## config.mk

```make
export PLATFORM = sky130hd
export DESIGN_NAME = sap1_controller
export DESIGN_NICKNAME = d
export VERILOG_FILES = /design/src/rtl/sap1_ctrl_pkg.sv /design/src/rtl/sap1_controller_decoder.sv /design/src/rtl/sap1_controller.sv
export SDC_FILE = /design/constraint.sdc
export NUM_CORES = 1
export LEC_CHECK = 0
export CORE_MARGIN = 1.5
export CORE_UTILIZATION = 36
export CTS_CLUSTER_DIAMETER = 100
export DETAILED_ROUTE_END_ITERATION = 16
export PLACE_DENSITY = 0.79
export SLEW_MARGIN = 20
export SYNTH_ARGS = -nofsm -noshare
export SYNTH_HDL_FRONTEND = slang
export SYNTH_HIERARCHICAL = 1
export SYNTH_SLANG_ARGS = --single-unit
```

## constraint.sdc

```tcl
create_clock -name clk -period 2.3 [get_ports clk]
set_input_delay 0.69 -clock clk [delete_from_list [all_inputs] [get_ports clk]]
set_output_delay 0.69 -clock clk [all_outputs]
set_load 0.05 [all_outputs]
```

## src/rtl/sap1_ctrl_pkg.sv

```systemverilog
// -----------------------------------------------------------------------------
// sap1_ctrl_pkg
// Shared types for the SAP-1 control sequencer: opcode and T-state encodings,
// the packed control word carrying every datapath strobe, and the idle word.
// -----------------------------------------------------------------------------
package sap1_ctrl_pkg;

  typedef enum logic [3:0] {
    OP_LDA = 4'b0000,
    OP_ADD = 4'b0001,
    OP_SUB = 4'b0010,
    OP_JMP = 4'b0100,
    OP_JC  = 4'b0101,
    OP_JZ  = 4'b0110,
    OP_OUT = 4'b1110,
    OP_HLT = 4'b1111
  } opcode_e;

  // Encoding doubles as the externally visible tstate value.
  typedef enum logic [2:0] {
    TS_T0   = 3'd0,
    TS_T1   = 3'd1,
    TS_T2   = 3'd2,
    TS_T3   = 3'd3,
    TS_T4   = 3'd4,
    TS_HALT = 3'd7
  } tstate_e;

  typedef struct packed {
    logic pc_out;
    logic pc_inc;
    logic pc_load;
    logic mar_load;
    logic ram_out;
    logic ir_load;
    logic ir_out;
    logic a_load;
    logic a_out;
    logic b_load;
    logic alu_out;
    logic alu_sum;
    logic alu_sub;
    logic flags_load;
    logic out_load;
  } ctrl_word_t;

  localparam ctrl_word_t CW_IDLE = '0;

  // T-state holding the final micro-op of each instruction (HLT excluded).
  function automatic tstate_e last_tstate(input logic [3:0] op);
    case (op)
      OP_LDA:          return TS_T3;
      OP_ADD, OP_SUB:  return TS_T4;
      default:         return TS_T2;
    endcase
  endfunction

endpackage

```

## src/rtl/sap1_controller_decoder.sv

```systemverilog
// -----------------------------------------------------------------------------
// sap1_decoder
// Combinational microcode table: (T-state, opcode, flags) -> control word.
// Ports:
//   i_tstate      current T-state
//   i_opcode      4-bit opcode nibble
//   i_carry_flag  registered carry flag (JC)
//   i_zero_flag   registered zero flag (JZ)
//   o_cw          control word for this cycle (ungated)
//   o_last        this cycle is the final cycle of the instruction
//   o_halt        HLT reached T2; sequencer must enter HALT
// -----------------------------------------------------------------------------
import sap1_ctrl_pkg::*;

module sap1_decoder #(
  parameter bit EARLY_END = 1'b1
) (
  input  tstate_e    i_tstate,
  input  logic [3:0] i_opcode,
  input  logic       i_carry_flag,
  input  logic       i_zero_flag,
  output ctrl_word_t o_cw,
  output logic       o_last,
  output logic       o_halt
);

  always_comb begin
    o_cw   = CW_IDLE;
    o_last = 1'b0;
    o_halt = 1'b0;

    case (i_tstate)
      TS_T0: begin
        o_cw.pc_out   = 1'b1;
        o_cw.mar_load = 1'b1;
      end
      TS_T1: begin
        o_cw.ram_out = 1'b1;
        o_cw.ir_load = 1'b1;
        o_cw.pc_inc  = 1'b1;
      end
      TS_T2: begin
        case (i_opcode)
          OP_LDA, OP_ADD, OP_SUB: begin
            o_cw.ir_out   = 1'b1;
            o_cw.mar_load = 1'b1;
          end
          OP_JMP: begin
            o_cw.ir_out  = 1'b1;
            o_cw.pc_load = 1'b1;
          end
          // Untaken conditional jumps leave the bus undriven as well.
          OP_JC: begin
            o_cw.ir_out  = i_carry_flag;
            o_cw.pc_load = i_carry_flag;
          end
          OP_JZ: begin
            o_cw.ir_out  = i_zero_flag;
            o_cw.pc_load = i_zero_flag;
          end
          OP_OUT: begin
            o_cw.a_out    = 1'b1;
            o_cw.out_load = 1'b1;
          end
          OP_HLT:  o_halt = 1'b1;
          default: ;
        endcase
      end
      TS_T3: begin
        case (i_opcode)
          OP_LDA: begin
            o_cw.ram_out = 1'b1;
            o_cw.a_load  = 1'b1;
          end
          OP_ADD, OP_SUB: begin
            o_cw.ram_out = 1'b1;
            o_cw.b_load  = 1'b1;
          end
          default: ;
        endcase
      end
      TS_T4: begin
        if (i_opcode == OP_ADD || i_opcode == OP_SUB) begin
          o_cw.alu_out    = 1'b1;
          o_cw.a_load     = 1'b1;
          o_cw.flags_load = 1'b1;
          o_cw.alu_sum    = (i_opcode == OP_ADD);
          o_cw.alu_sub    = (i_opcode == OP_SUB);
        end
      end
      default: ;
    endcase

    // HLT never completes; it leaves through HALT instead of T0.
    if (i_opcode != OP_HLT) begin
      if (EARLY_END)
        o_last = (i_tstate == last_tstate(i_opcode));
      else
        o_last = (i_tstate == TS_T4);
    end
  end

endmodule

```

## src/rtl/sap1_controller.sv

```systemverilog
// -----------------------------------------------------------------------------
// sap1_controller
// SAP-1 control sequencer: T-state register, step gating and HALT handling
// around the microcode decoder.
//
//   state   | meaning
//   --------+------------------------------------------------
//   T0      | fetch: PC -> MAR
//   T1      | fetch: RAM -> IR, PC increment
//   T2..T4  | execute micro-ops (opcode dependent)
//   HALT    | sticky stop, all strobes low; only reset leaves
//
// Ports:
//   clk, rst (async, active low), step_en (advance gate)
//   opcode, carry_flag, zero_flag   inputs from IR / flag register
//   pc_*, mar_load, ram_out, ir_*, a_*, b_load, alu_*, flags_load, out_load
//                                    datapath strobes
//   halted, tstate, instr_done       status
// -----------------------------------------------------------------------------
import sap1_ctrl_pkg::*;

module sap1_controller #(
  parameter int OPCODE_W  = 4,
  parameter bit EARLY_END = 1'b1
) (
  input  logic                clk,
  input  logic                rst,
  input  logic                step_en,
  input  logic [OPCODE_W-1:0] opcode,
  input  logic                carry_flag,
  input  logic                zero_flag,
  output logic                pc_out,
  output logic                pc_inc,
  output logic                pc_load,
  output logic                mar_load,
  output logic                ram_out,
  output logic                ir_load,
  output logic                ir_out,
  output logic                a_load,
  output logic                a_out,
  output logic                b_load,
  output logic                alu_out,
  output logic                alu_sum,
  output logic                alu_sub,
  output logic                flags_load,
  output logic                out_load,
  output logic                halted,
  output logic [2:0]          tstate,
  output logic                instr_done
);

  tstate_e    r_state;
  tstate_e    w_state_nxt;
  ctrl_word_t w_cw_dec;
  ctrl_word_t w_cw;
  logic       w_last;
  logic       w_halt;
  logic       w_active;
  logic [3:0] w_op;

  generate
    if (OPCODE_W >= 4) begin : g_op_trunc
      assign w_op = opcode[3:0];
    end else begin : g_op_ext
      assign w_op = {{(4-OPCODE_W){1'b0}}, opcode};
    end
  endgenerate

  sap1_decoder #(
    .EARLY_END (EARLY_END)
  ) u_decoder (
    .i_tstate     (r_state),
    .i_opcode     (w_op),
    .i_carry_flag (carry_flag),
    .i_zero_flag  (zero_flag),
    .o_cw         (w_cw_dec),
    .o_last       (w_last),
    .o_halt       (w_halt)
  );

  always_ff @(posedge clk or negedge rst) begin
    if (!rst) r_state <= TS_T0;
    else      r_state <= w_state_nxt;
  end

  // Strobes are also held low while rst is asserted, since the state already
  // sits at T0 and would otherwise present the fetch word during reset.
  assign w_active = rst & step_en & (r_state != TS_HALT);

  always_comb begin
    w_state_nxt = r_state;
    w_cw        = CW_IDLE;
    instr_done  = 1'b0;

    if (w_active) begin
      w_cw       = w_cw_dec;
      instr_done = w_last;
    end

    if (step_en && r_state != TS_HALT) begin
      if (w_halt)      w_state_nxt = TS_HALT;
      else if (w_last) w_state_nxt = TS_T0;
      else begin
        case (r_state)
          TS_T0:   w_state_nxt = TS_T1;
          TS_T1:   w_state_nxt = TS_T2;
          TS_T2:   w_state_nxt = TS_T3;
          TS_T3:   w_state_nxt = TS_T4;
          default: w_state_nxt = TS_T0;
        endcase
      end
    end
  end

  assign pc_out     = w_cw.pc_out;
  assign pc_inc     = w_cw.pc_inc;
  assign pc_load    = w_cw.pc_load;
  assign mar_load   = w_cw.mar_load;
  assign ram_out    = w_cw.ram_out;
  assign ir_load    = w_cw.ir_load;
  assign ir_out     = w_cw.ir_out;
  assign a_load     = w_cw.a_load;
  assign a_out      = w_cw.a_out;
  assign b_load     = w_cw.b_load;
  assign alu_out    = w_cw.alu_out;
  assign alu_sum    = w_cw.alu_sum;
  assign alu_sub    = w_cw.alu_sub;
  assign flags_load = w_cw.flags_load;
  assign out_load   = w_cw.out_load;

  assign halted = rst & (r_state == TS_HALT);
  assign tstate = r_state;

endmodule

```

==> out/qor.txt, run 1 <==
FLOORPLAN
------------------------------------------------------------------------------
Number of rows created at floorplan                                         14
Boundary Pins                                                               29
Starting Density                                                        39.84%
Die boundary height                                                   44.77 um
DIE WIDTH                                                             44.77 um

CTS
------------------------------------------------------------------------------
Clock tree root buffer cell                                       sky130_fd_sc_hd__clkbuf_4
CTS sink count                                                               3
Maximum clock insertion buffer count                                         2
Number of H-tree branching levels                                            1
Num CTS Buffers                                                              3

LOGIC SYNTHESIS
------------------------------------------------------------------------------
Mapped Nets                                                                102
Post-synth top area cell                                          sky130_fd_sc_hd__and2_1
Flip-flop and latch count after synthesis                                    3
Main flop type after synthesis                                    sky130_fd_sc_hd__dfrtp_1
Share of the synthesized area in the top cell type                      15.94%
Proportion of synthesized chip area in sequential cells                 11.95%
Syn_area_per_cell                                                    6.754 um2
Cell Area, Synth                                                     628.1 um2
Distinct cells, synth                                                       35
Cell count after synthesis                                                  93
Top post-synthesis cells by area                                  sky130_fd_sc_hd__and2_1 16%, sky130_fd_sc_hd__dfrtp_1 12%, sky130_fd_sc_hd__nor2_1 6.0%
Number of enable-type register cells in the synthesized netlist              0
Count of warnings emitted by yosys                                           6
Post-synthesis async set-or-reset flop share                            100.0%

STA
------------------------------------------------------------------------------
Pin type at the end of the worst path                             top-level output
GR repair worst EP                                                  instr_done

PLACED DESIGN
------------------------------------------------------------------------------
Worst setup timing slack at the placement stage                     -0.8211 ns
Global placement routability congestion                                 0.8690
Detailed placement HPWL                                                1581 um
Number of buffer cells added on primary ports                               28

STATUS
------------------------------------------------------------------------------
Error                                                             [ERROR DPL-0038] Utilization greater than 100%, impossible to legalize
Last step reached                                                      5_1_grt
Outcome                                                           stopped before the end

GLOBAL ROUTE
------------------------------------------------------------------------------
Maximum number of pins on one net before global-route repair                14

==> timing repair <==
item / 4_1_cts
hold buffers: 0
cloned: 1
pin swaps: 20
gates resized for setup: 71
setup buffers: 15
endpoints found under the setup margin: 18
==> cells in the mapped netlist, types with 2 or more instances <==
library cell / count
sky130_fd_sc_hd__buf_4: 4
sky130_fd_sc_hd__and2_1: 16
sky130_fd_sc_hd__nand2b_1: 3
sky130_fd_sc_hd__buf_6: 2
sky130_fd_sc_hd__buf_2: 3
sky130_fd_sc_hd__o21ai_0: 2
sky130_fd_sc_hd__nand2_1: 9
sky130_fd_sc_hd__a31oi_1: 2
sky130_fd_sc_hd__clkbuf_1: 2
sky130_fd_sc_hd__nor3_1: 4
sky130_fd_sc_hd__inv_1: 3
sky130_fd_sc_hd__nor4_1: 2
sky130_fd_sc_hd__dfrtp_1: 3
sky130_fd_sc_hd__nor2b_1: 3
sky130_fd_sc_hd__a21oi_1: 4
sky130_fd_sc_hd__nor2_1: 10
sky130_fd_sc_hd__nand3b_1: 2
sky130_fd_sc_hd__a21boi_0: 2
==> per-stage QoR <==
step,hold WS [ns],cells,setup TNS (ns),instance area (um2)
4_1_cts,0.3502,163,-1.233,1496
3_5_place_dp,0.7670,144,-8.820,1202
3_3_place_gp,0.7527,144,-7.523,1202
2_1_floorplan,0.3944,93,-0.3755,666.9
==> cell families after synthesis <==
| group | synth area share [%] |
|---|---|
| xor+xnor | 1.395 |
| simple gates | 47.41 |
| mux | 1.594 |
| buf+inv | 13.74 |
| compound gates | 23.91 |
| flops | 11.95 |
==> run 2, diff against run 1 <==
--- a/config.mk
+++ b/config.mk
@@ -5,11 +5,10 @@
 export SDC_FILE = /design/constraint.sdc
 export NUM_CORES = 1
 export LEC_CHECK = 0
-export CORE_MARGIN = 1.5
-export CORE_UTILIZATION = 36
-export CTS_CLUSTER_DIAMETER = 100
+export CORE_AREA = 2 2 63 65
 export DETAILED_ROUTE_END_ITERATION = 16
-export PLACE_DENSITY = 0.79
+export DIE_AREA = 0 0 65 67
+export PLACE_DENSITY_LB_ADDON = 0.15
 export SLEW_MARGIN = 20
 export SYNTH_ARGS = -nofsm -noshare
 export SYNTH_HDL_FRONTEND = slang
==> constraint.sdc (replaced) <==
create_clock -name clk -period 3 [get_ports clk]
set_input_delay 0.9 -clock clk [delete_from_list [all_inputs] [get_ports clk]]
set_output_delay 0.9 -clock clk [all_outputs]
set_load 0.05 [all_outputs]
==> run 2 against run 1 <==
  * The flow now finishes, with violations (setup timing)
  * Area after synthesis is the same
  * Synthesized cell count is the same
==> out/qor.txt, run 2 <==
LOGIC SYNTHESIS
----------------------------------------------------------------------------------
Main flop type after synthesis                                        sky130_fd_sc_hd__dfrtp_1
Share of the synthesized area in the top cell type                          15.94%   unchanged
Count of warnings emitted by yosys                                               6   unchanged
Most used standard cell by instance count after synthesis             sky130_fd_sc_hd__and2_1
Top post-synthesis cells by area                                      sky130_fd_sc_hd__and2_1 16%, sky130_fd_sc_hd__dfrtp_1 12%, sky130_fd_sc_hd__nor2_1 6.0%
Proportion of synthesized chip area in sequential cells                     11.95%   unchanged
Syn_area_per_cell                                                        6.754 um2   unchanged
Distinct cells, synth                                                           35   unchanged
Cell Area, Synth                                                         628.1 um2   unchanged
Most frequent cells after synthesis                                   16 x sky130_fd_sc_hd__and2_1, 10 x sky130_fd_sc_hd__nor2_1, 9 x sky130_fd_sc_hd__nand2_1
Flip-flop and latch count after synthesis                                        3   unchanged
Post-synth top area cell                                              sky130_fd_sc_hd__and2_1
Post-synthesis async set-or-reset flop share                                100.0%   unchanged
Mapped Nets                                                                    102   unchanged
Cell count after synthesis                                                      93   unchanged
Number of enable-type register cells in the synthesized netlist                  0   unchanged

SETUP PATH
----------------------------------------------------------------------------------
Maximum cell stage delay along the critical path                           0.29 ns
Total number of cells along the worst setup path                                 8
Worst reg2reg path depth                                                         9
Data arrival at the endpoint of the critical path                          2.11 ns
Worst-path maximum fanout                                                        4
Capturing element type of the critical path                             output pin
Ordered cell list for the critical path                               buf_8 > xnor2_2 > o32a_1 > o22ai_2 > o21a_1 > nand3_2 > a31oi_4 > buf_12
Family with the most delay on the worst path                          compound AO/OA/AOI/OAI gates
Type of the setup path with the least slack                                 in2out
Sum of buffers and inverters on the critical path                                2
Slowest stage cell, crit path                                         sky130_fd_sc_hd__o32a_1
CP required                                                                2.10 ns
CP Launch Type                                                           input pin

POWER
----------------------------------------------------------------------------------
Net Sw Power                                                             0.3532 mW
Comb power frac                                                              72.7%
Total power per unit cell area                                        538.2 nW/um2
Worst ir drop on vdd                                                      381.3 uV
Sw Ratio                                                                    49.53%
Overall power of the completed layout                                    0.7131 mW
Total leakage power                                                      0.5236 nW
Power share of the clock group                                               16.4%
Share of total power in sequential cells                                     10.8%
Internal power                                                           0.3599 mW

FLOORPLAN
----------------------------------------------------------------------------------
Number of rows created at floorplan                                             22   +8
Die boundary height                                                          67 um   +50%
Boundary Pins                                                                   29   unchanged
CORE AREA                                                                 3606 um2
Starting Density                                                            17.42%   -22 points
DIE WIDTH                                                                    65 um   +45%
Floorplan die area                                                        4355 um2

STA
----------------------------------------------------------------------------------
Highest clock rate                                                       332.2 MHz
Setup repair after global routing missed its margin                            yes
Period utilization                                                          100.3%
Final critical-path setup slack                                        -0.01048 ns
Count of endpoints failing setup in the final report                             1
Total count of hold-check failures in the final report                           0
Slew @ Worst Pin                                                         0.5029 ns
Fin Clk Skew                                                           0.001254 ns
Tmin final                                                                3.010 ns
Worst max-slew margin expressed relative to the limit                       66.37%
Pins over their slew limit                                                       0
WHS                                                                      0.7360 ns

PLACED DESIGN
----------------------------------------------------------------------------------
Worst setup timing slack at the placement stage                         -0.4649 ns   +0.3563 ns
Detailed placement HPWL                                                    1507 um   -4.7%
Number of buffer cells added on primary ports                                   28   unchanged
Global placement routability congestion                                     0.7620   -12%
Placed instance area                                                      1189 um2   -1.1%

LAYOUT
----------------------------------------------------------------------------------
Top library cells by usage in the layout, fill and taps aside         17 x sky130_fd_sc_hd__buf_12, 14 x sky130_fd_sc_hd__buf_4, 10 x sky130_fd_sc_hd__nor2_1
Number of flip-flops under the largest register name                             3
Area Overhead vs Synth                                                      111.0%
Diode insertion count for antenna repair                                         0
Layout filler cell count                                                       377
Final core utilization                                                      36.75%
Leading cell type in the layout, fill and taps excluded               sky130_fd_sc_hd__buf_12
Cell area after layout                                                    1325 um2
Share of final-layout standard cells stronger than drive strength 1         45.80%
Number of nets in the layout                                                   141

CTS
----------------------------------------------------------------------------------
Clk pin slew, worst setup/hold paths                                       0.03 ns
CTS sink count                                                                   3   unchanged
Number of H-tree branching levels                                                1   unchanged
Later-pin clock latency in the skew report                                 0.21 ns
TritonCTS clock tree                                                          done
Maximum clock insertion buffer count                                             2   unchanged
Clock tree root buffer cell                                           sky130_fd_sc_hd__clkbuf_8
Num CTS Buffers                                                                  3   unchanged

DRT
----------------------------------------------------------------------------------
Wirelength per Cell                                                       11.49 um
Length of the first detailed-routing pass in iterations                          4
Number of DRC markers in iteration 0                                            44
Vias after detailed routing                                                    783
Number of nets still failing antenna checks after routing                        0
Post-route DRC violation count                                                   0
Routed vias/inst                                                             4.374
Total wire length after detailed routing                                   2056 um

GLOBAL ROUTE
----------------------------------------------------------------------------------
Number of antenna violations at the first check in global routing                0
Global-route wire length before repair                                     3470 um
Total gr overflow                                                                0
Global-route usage over all layers                                          10.28%
Via count of the first global-routing pass                                     769
Maximum number of pins on one net before global-route repair                    16

WORST HOLD PATH
----------------------------------------------------------------------------------
Class of the tightest hold or removal check                               in2async

STATUS
----------------------------------------------------------------------------------
Outcome                                                               finished with violations
Failing checks                                                        setup timing

FLOW RUN
----------------------------------------------------------------------------------
Max-cap check violation count                                                    0

run 2: cell counts after synthesis:
Identical to the previous run, type by type.
run 2: cell families (layout without fill, tap and decap cells):
logic type / count (synthesis) / after routing / share of synthesized area [%]
DFF: 3 / 3 / 11.95
muxes: 1 / 1 / 1.594
and+or+nand+nor: 55 / 55 / 47.41
xor gates and xnor gates: 1 / 1 / 1.395
buffers and inverters: 14 / 51 / 13.74
AOI/OAI and AO/OA: 19 / 20 / 23.91
run 2: power by group through the flow:
stage | sequential, mW | clock [mW] | combinational (mW)
after CTS | 0.0778 | 0.121 | 0.520
after global placement | 0.0783 | 0 | 0.486
after detailed placement | 0.0778 | 0 | 0.488
after global routing | 0.0840 | 0.127 | 0.556
final | 0.0773 | 0.117 | 0.519
after floorplan | 0.161 | 0 | 0.236
run 2: layer usage:
layer	track usage [%]	vias to the layer above	share of wire, %
met3	2.534	4	7.0
met1	12.76	353	48
li1	-	399	-
met4	4.521	0	1.1
met5	0	-	0
met2	16.75	27	44
run 2: worst register-to-register path: stages, from the launching register on:
cell and delay, ns:
sky130_fd_sc_hd__dfrtp_1 0.32, sky130_fd_sc_hd__buf_4 0.23, sky130_fd_sc_hd__nand2b_1 0.17, sky130_fd_sc_hd__nor2_1 0.16, sky130_fd_sc_hd__nand4_1 0.13, sky130_fd_sc_hd__buf_4 0.15, sky130_fd_sc_hd__nor2_1 0.25, sky130_fd_sc_hd__nand2b_1 0.15
sky130_fd_sc_hd__a21oi_1 0.06, sky130_fd_sc_hd__a31oi_1 0.13
run 2: area by class of cell:
class	count	area (um2)	share of cell area [%]
Timing Repair Buffer	44	569.3	42.97
Multi-Input combinational cell	77	564.3	42.59
Clock buffer	4	45.04	3.399
Inverter	3	11.26	0.8499
Tap cell	48	60.06	4.533
Sequential cell	3	75.07	5.666
run 2: metrics by stage:
stage,setup TNS (ns),std cells
6_report,-0.01048,179
5_1_grt,-0.1073,179
4_1_cts,-0.03141,179
3_5_place_dp,-3.718,172
3_3_place_gp,-3.611,172
2_1_floorplan,-0.09650,93
run 2: final timing paths:
check | startpoint | end | slack [ns]
setup reg to reg | tstate[1] | tstate[2] | 1.16
setup / recovery | opcode[0] | instr_done | -0.01
hold / removal | rst | tstate[2] | 0.74
min in group clk | tstate[1] | tstate[2] | 0.76
max in group asynchronous | rst | tstate[0] | 2.16
hold reg to reg | tstate[1] | tstate[2] | 0.76
run 2: timing repair:
| action | 4_1_cts | 5_1_grt |
|---|---|---|
| endpoints found under the hold margin | 0 | 0 |
| endpoints found under the setup margin | 16 | 5 |
| hold buffers | 0 | 0 |
| cloned | 1 | 0 |
| pin swaps | 12 | 2 |
| buffers inserted | 2 | 0 |
| resized for setup | 39 | 4 |
Power figures use the tool's default switching activity.
